**config.mk**
```make
export PLATFORM = sky130hd
export DESIGN_NAME = hlsm_param_sched
export DESIGN_NICKNAME = d
export VERILOG_FILES = /design/src/rtl/hlsm_param_sched.sv
export SDC_FILE = /design/constraint.sdc
export NUM_CORES = 1
export LEC_CHECK = 0
export CAP_MARGIN = 20
export CORE_MARGIN = 5
export CORE_UTILIZATION = 40
export DETAILED_ROUTE_END_ITERATION = 10
export GPL_ROUTABILITY_DRIVEN = 0
export PLACE_DENSITY = 0.61
export SETUP_SLACK_MARGIN = 0.1
export SKIP_LAST_GASP = 1
export SLEW_MARGIN = 5
export SYNTH_ARGS = -nofsm -noshare
export SYNTH_HDL_FRONTEND = slang
export SYNTH_SLANG_ARGS = --single-unit
```
**constraint.sdc**
```tcl
create_clock -name Clk -period 5.88 [get_ports Clk]
set_input_delay 0.588 -clock Clk [delete_from_list [all_inputs] [get_ports Clk]]
set_output_delay 0.588 -clock Clk [all_outputs]
set_load 0.005 [all_outputs]
```
**src/rtl/hlsm_param_sched.sv**
```systemverilog
// ----------------------------------------------------------------------------
// hlsm_param_sched
//   Multi-cycle scheduled datapath for the d/e/f/g/h compare-select-shift
//   kernel, with a Start/Done/Busy handshake. The operands are latched when
//   Start is accepted. The results x/z are held between runs.
//
//   Schedule (one state per cycle):
//     sWait : accept Start, latch a/b/c
//     S1    : d = a+b, e = a+c, f = a-b          (wrap mod 2^DATAWIDTH)
//     S2    : dLTe = (d < e) signed, dEQe = (d == e)
//     S3    : g = dLTe ? d : e
//     S4    : h = dEQe ? g : f, xi = g << dLTe
//     S5    : zi = h >> dEQe (logical or arithmetic per SHIFT_MODE)
//     sFinal: publish x/z, pulse Done
//
// Parameters
//   DATAWIDTH  : data width of a/b/c/x/z and the internal registers (>= 2)
//   SHIFT_MODE : 0 = logical right shift for z, 1 = arithmetic
//
// Optional feature
//   HLSM_OVF_EN : when defined, adds output Ovf. Ovf flags a signed overflow
//                 in any of d/e/f for the run. It is published with x/z.
//
// Ports
//   Clk    in   rising-edge clock
//   Rst    in   asynchronous active-low reset
//   Start  in   launch request, sampled only in sWait
//   a,b,c  in   signed operands
//   Busy   out  high from the cycle after Start is accepted until Done falls
//   Done   out  one-cycle pulse, x/z updated on the same edge
//   x      out  g << dLTe
//   z      out  h >> dEQe
//   Ovf    out  (HLSM_OVF_EN only) overflow flag for the last completed run
// ----------------------------------------------------------------------------
module hlsm_param_sched #(
    parameter int DATAWIDTH  = 32,
    parameter int SHIFT_MODE = 0
) (
    input  logic                        Clk,
    input  logic                        Rst,
    input  logic                        Start,
    input  logic signed [DATAWIDTH-1:0] a,
    input  logic signed [DATAWIDTH-1:0] b,
    input  logic signed [DATAWIDTH-1:0] c,
    output logic                        Busy,
    output logic                        Done,
    output logic signed [DATAWIDTH-1:0] x,
    output logic signed [DATAWIDTH-1:0] z
`ifdef HLSM_OVF_EN
    ,
    output logic                        Ovf
`endif
);

    localparam int MSB = DATAWIDTH - 1;

    typedef enum logic [2:0] {
        sWait  = 3'd0,
        S1     = 3'd1,
        S2     = 3'd2,
        S3     = 3'd3,
        S4     = 3'd4,
        S5     = 3'd5,
        sFinal = 3'd6
    } state_t;

    // Operand copy taken at the accepting edge. The live inputs are
    // don't-care after that edge.
    typedef struct packed {
        logic signed [DATAWIDTH-1:0] ra;
        logic signed [DATAWIDTH-1:0] rb;
        logic signed [DATAWIDTH-1:0] rc;
    } opnd_t;

    state_t                      state;
    opnd_t                       op;
    logic signed [DATAWIDTH-1:0] d, e, f, g, h, xi, zi;
    logic                        dLTe, dEQe;

    // S1 arithmetic. These are kept combinational so the overflow detect
    // can look at the same sums that get registered into d/e/f.
    logic signed [DATAWIDTH-1:0] sum_ab, sum_ac, dif_ab;
    assign sum_ab = op.ra + op.rb;
    assign sum_ac = op.ra + op.rc;
    assign dif_ab = op.ra - op.rb;

    // S5 shift. The shift type is fixed at elaboration. h is signed, so
    // >>> replicates the sign bit and >> fills with zero.
    logic signed [DATAWIDTH-1:0] z_shift;
    generate
        if (SHIFT_MODE != 0) begin : g_ashr
            assign z_shift = h >>> dEQe;
        end else begin : g_lshr
            assign z_shift = h >> dEQe;
        end
    endgenerate

`ifdef HLSM_OVF_EN
    // Two's-complement overflow from the sign bits.
    // An add overflows when both operands have the same sign and the result
    // sign differs. A subtract overflows when the operand signs differ and
    // the result sign differs from the minuend.
    logic ovf_s1;
    logic ovf_r;
    assign ovf_s1 = ((op.ra[MSB] == op.rb[MSB]) && (sum_ab[MSB] != op.ra[MSB]))
                 || ((op.ra[MSB] == op.rc[MSB]) && (sum_ac[MSB] != op.ra[MSB]))
                 || ((op.ra[MSB] != op.rb[MSB]) && (dif_ab[MSB] != op.ra[MSB]));
`endif

    always_ff @(posedge Clk or negedge Rst) begin
        if (!Rst) begin
            state <= sWait;
            op    <= '0;
            d     <= '0;
            e     <= '0;
            f     <= '0;
            g     <= '0;
            h     <= '0;
            xi    <= '0;
            zi    <= '0;
            dLTe  <= 1'b0;
            dEQe  <= 1'b0;
            x     <= '0;
            z     <= '0;
            Busy  <= 1'b0;
            Done  <= 1'b0;
`ifdef HLSM_OVF_EN
            ovf_r <= 1'b0;
            Ovf   <= 1'b0;
`endif
        end else begin
            case (state)
                sWait: begin
                    Done <= 1'b0;
                    // Busy is still high here during the Done cycle. A new
                    // Start in that cycle keeps Busy high, so a held Start
                    // launches one run every 7 cycles.
                    if (Start) begin
                        op.ra <= a;
                        op.rb <= b;
                        op.rc <= c;
                        Busy  <= 1'b1;
                        state <= S1;
                    end else begin
                        Busy  <= 1'b0;
                    end
                end
                S1: begin
                    d     <= sum_ab;
                    e     <= sum_ac;
                    f     <= dif_ab;
`ifdef HLSM_OVF_EN
                    ovf_r <= ovf_s1;
`endif
                    state <= S2;
                end
                S2: begin
                    dLTe  <= (d < e);
                    dEQe  <= (d == e);
                    state <= S3;
                end
                S3: begin
                    g     <= dLTe ? d : e;
                    state <= S4;
                end
                S4: begin
                    h     <= dEQe ? g : f;
                    // The shifted-out MSB is dropped.
                    xi    <= g << dLTe;
                    state <= S5;
                end
                S5: begin
                    zi    <= z_shift;
                    state <= sFinal;
                end
                sFinal: begin
                    x     <= xi;
                    z     <= zi;
`ifdef HLSM_OVF_EN
                    Ovf   <= ovf_r;
`endif
                    Done  <= 1'b1;
                    state <= sWait;
                end
                default: begin
                    state <= sWait;
                end
            endcase
        end
    end

endmodule
```
==> summary.md <==
| Metric | Value |
|---|---|
| Kind of critical path | reg -> reg |
| Global route overflow | 0 |
| Final net count | 2,425 |
| PwrDens | 692.4 mW/mm^2 |
| Final Max Slew Viols | 0 |
| Synthesized area | 0.02098 mm^2 |
| Hold_sp | zi[28] |
| CP top delay family | compound AO/OA/AOI/OAI gates |
| Pin count of the biggest net entering global routing | 186 |
| Mapped Nets | 2,329 |
| Cell count along the critical path | 10 |
| Outcome | complete, no violations |
| RSZ-0062 raised after global routing | false |
| R2R cell count | 10 |
| Synth unique cells | 65 |
| FF-to-FF setup slack | 2.37 ns |
| Fmax | 285.3 MHz |
| Core Box Area | 0.05224 mm^2 |
| Crit. End Element | register |
| Final Setup Violations | 0 |
| Most frequent cells in the layout | dfrtp_1, nand2_1, o21ai_0 |
| TritonCTS clock tree | built |
| Warnings, synthesis | 0 |
| Area growth, synth to finish | 16.97% |
| Post-layout util | 0.4699 |
| Static leakage | 0.01072 uW |
| Die Area | 0.05714 mm^2 |
| Worst slack, placed | 2.500 ns |
| Max VDD drop | 0.3394 mV |
| Number of I/O pins | 165 |
| Global-route wire length before repair | 82,960 um |
| CP cell instances | ha_1 > a21oi_1 > nor2_1 > a211oi_1 > a31oi_1 > o41ai_1 > a21oi_1 > o31ai_1 > mux2_2 > a221oi_1 |
| Number of flops mapped to enable cells by yosys | 0 |
| Site Rows | 84 |
| Bufs on Longest Clock Path | 3 |
| Commonest non-fill, non-tap cell in the layout | dfrtp_1 |
| Crit path buffers/inverters | 0 |
| PortBufs | 164 |
| Critical Path Start | op[70] |
| Root buf cell | clkbuf_16 |
| Diode count | 0 |
| 1st-pass router iterations | 5 |
| Req. time, crit path | 6.34 ns |
| Setup crit end | e[31] |
| Gate Count Post-Synth | 2,102 |
| CP peak stage delay | 0.66 ns |
| #FFs+latches synth | 390 |
| Initial Util | 0.4017 |
| Clk pin slew, worst setup/hold paths | 0.06 ns |
| Max-cap violation count | 0 |
| Most used cell, CP | a21oi_1 |
| Post-CTS setup buffers | 0 |
| Die height | 239.0 um |
| Post-DR vias/cell | 5.259 |
| Via count | 15,350 |
| Worst r2r src | op[70] |
| Synth Area per Inst | 9.982 um^2 |
| Die X-Extent | 239.0 um |
| Critical path arrival | 3.97 ns |
| Final WS setup | 2.375 ns |
| Worst slew pin tran | 1.113 ns |
| CTS sink cnt | 390 |
| Antenna Violating Nets Remaining | 0 |
| H-tree Lvls | 2 |
| Main synth FF type | dfrtp_1 |
| Post-Route WL | 51,210 um |
| Crit path max fanout | 6 |
| Vias in the first global route | 15,150 |
| All-layer global routing usage | 0.1771 |
| DR WL/cell | 17.54 um |
| DRC | 0 |
| Clock latency on the worst-skew pair | 0.58 ns |
| Async set-reset flop share out of synthesis | 1.000 |
| Post-CTS Hold Buffers | 1 |
| Post-layout min period | 3.505 ns |
| Hold Slack | 0.4728 ns |
| Detail Placement HPWL | 37,690 um |
| R2r endpoint | e[31] |
| Critical path's slowest cell | o41ai_1 |
| Setup TNS Final | 0 ns |
| Antenna violations before repair | 1 |
| Total power | 16,990 uW |
| Worst min path class | reg -> reg |
| Slew headroom | 0.2579 |
| Final Hold Fails | 0 |
| Crit path launch type | register |
| Cts repair resizes | 0 |
| Post-route clock skew | 0.02297 ns |
| Number of CTS-inserted buffers | 42 |
| Layout cells sized above 1 | 0.1049 |
| Starting DRT DRC Count | 1,098 |
| Period utilization | 0.5961 |
| Sequential-to-total area share from yosys stat | 0.4651 |
## state kept, by name, indices dropped and copies added, names as in the netlist, 3 cells and up
signal,flops
h,32
d,32
state,3
op,96
zi,32
z,32
xi,32
f,31
x,32
g,32
e,32
## worst min path at each step
stage | endpoint | slack (ns) | cells past startpoint
global route | zi[9] | 0.50 | 2
detailed placement | zi[26] | 0.47 | 2
global placement | f[18] | 0.46 | 2
CTS | f[27] | 0.48 | 2
floorplan | Busy | 0.29 | 0
finish | zi[28] | 0.47 | 2
## stage by stage
stage                     instances  instance area, um^2
after detailed placement       2841                23130
after global placement         2841                23130
after global routing           2919                24540
after floorplan                2102                20980
final                          2919                24540
after CTS                      2919                24540
## worst reg2reg max path, cell delays in order (launching register included)
cell      delay (ns)
dfrtp_1         0.42
ha_1            0.37
a21oi_1         0.23
nor2_1          0.06
a211oi_1        0.36
a31oi_1         0.21
o41ai_1         0.66
a21oi_1         0.17
o31ai_1         0.32
mux2_2          0.38
a221oi_1        0.21
## logic make-up (layout without fill, tap and decap cells)
kind of cell | count (synthesis) | after routing | share of synthesized area
compound gates | 542 | 542 | 0.1506
simple gates | 484 | 484 | 0.1016
flops | 390 | 390 | 0.4651
mux | 256 | 256 | 0.1299
buf+inv | 221 | 350 | 0.04162
fa+ha+maj | 128 | 128 | 0.07740
xor+xnor | 81 | 81 | 0.03381
## report_power, final
part / internal, uW / switching, uW
Combinational: 3900 / 5310
Clock: 1560 / 1090
Sequential: 4020 / 1110
## cells in the mapped netlist (4+ instances only)
library cell,instances,share of area
a211oi_1,12,0.0043
a21o_1,41,0.015
a21oi_1,159,0.038
a221oi_1,10,0.0042
a31oi_1,15,0.0045
buf_1,10,0.0018
buf_2,14,0.0033
clkbuf_1,95,0.017
dfrtp_1,390,0.47
ha_1,125,0.075
inv_1,95,0.017
mux2_2,130,0.070
mux2i_1,126,0.060
nand2_1,235,0.042
nand2b_1,17,0.0051
nand3_1,15,0.0036
nand3b_1,6,0.0021
nand4_1,21,0.0063
nand4b_1,4,0.0017
nor2_1,127,0.023
nor2b_1,13,0.0039
nor3_1,14,0.0033
nor4_1,9,0.0027
o211ai_1,6,0.0021
o21a_1,8,0.0029
o21ai_0,221,0.053
o21ai_1,4,0.00095
o21bai_1,16,0.0057
o31ai_1,15,0.0054
o41ai_1,4,0.0017
or3_1,6,0.0018
or4_1,6,0.0021
xnor2_1,54,0.023
xor2_1,27,0.011
## routing by layer
layer  vias up  wire length [um]  track usage  share of wire
met3        89              2276      0.02803          0.044
met1      7323             25660       0.2676           0.50
met5         -                 0            0              0
met2       391             21980       0.2681           0.43
met4         0              1293      0.04306          0.025
li1       7549                 -            -              -
## layout make-up
cell class	instances	area, um^2
tap	688	860.8
clock buffer	61	1244
fill	4824	27690
timing repair buffer	175	1769
multi-input combinational	1491	10380
clock inverter	16	158.9
inverter	98	367.9
sequential	390	9767
Note: power is estimated with default switching activity, not from simulation.
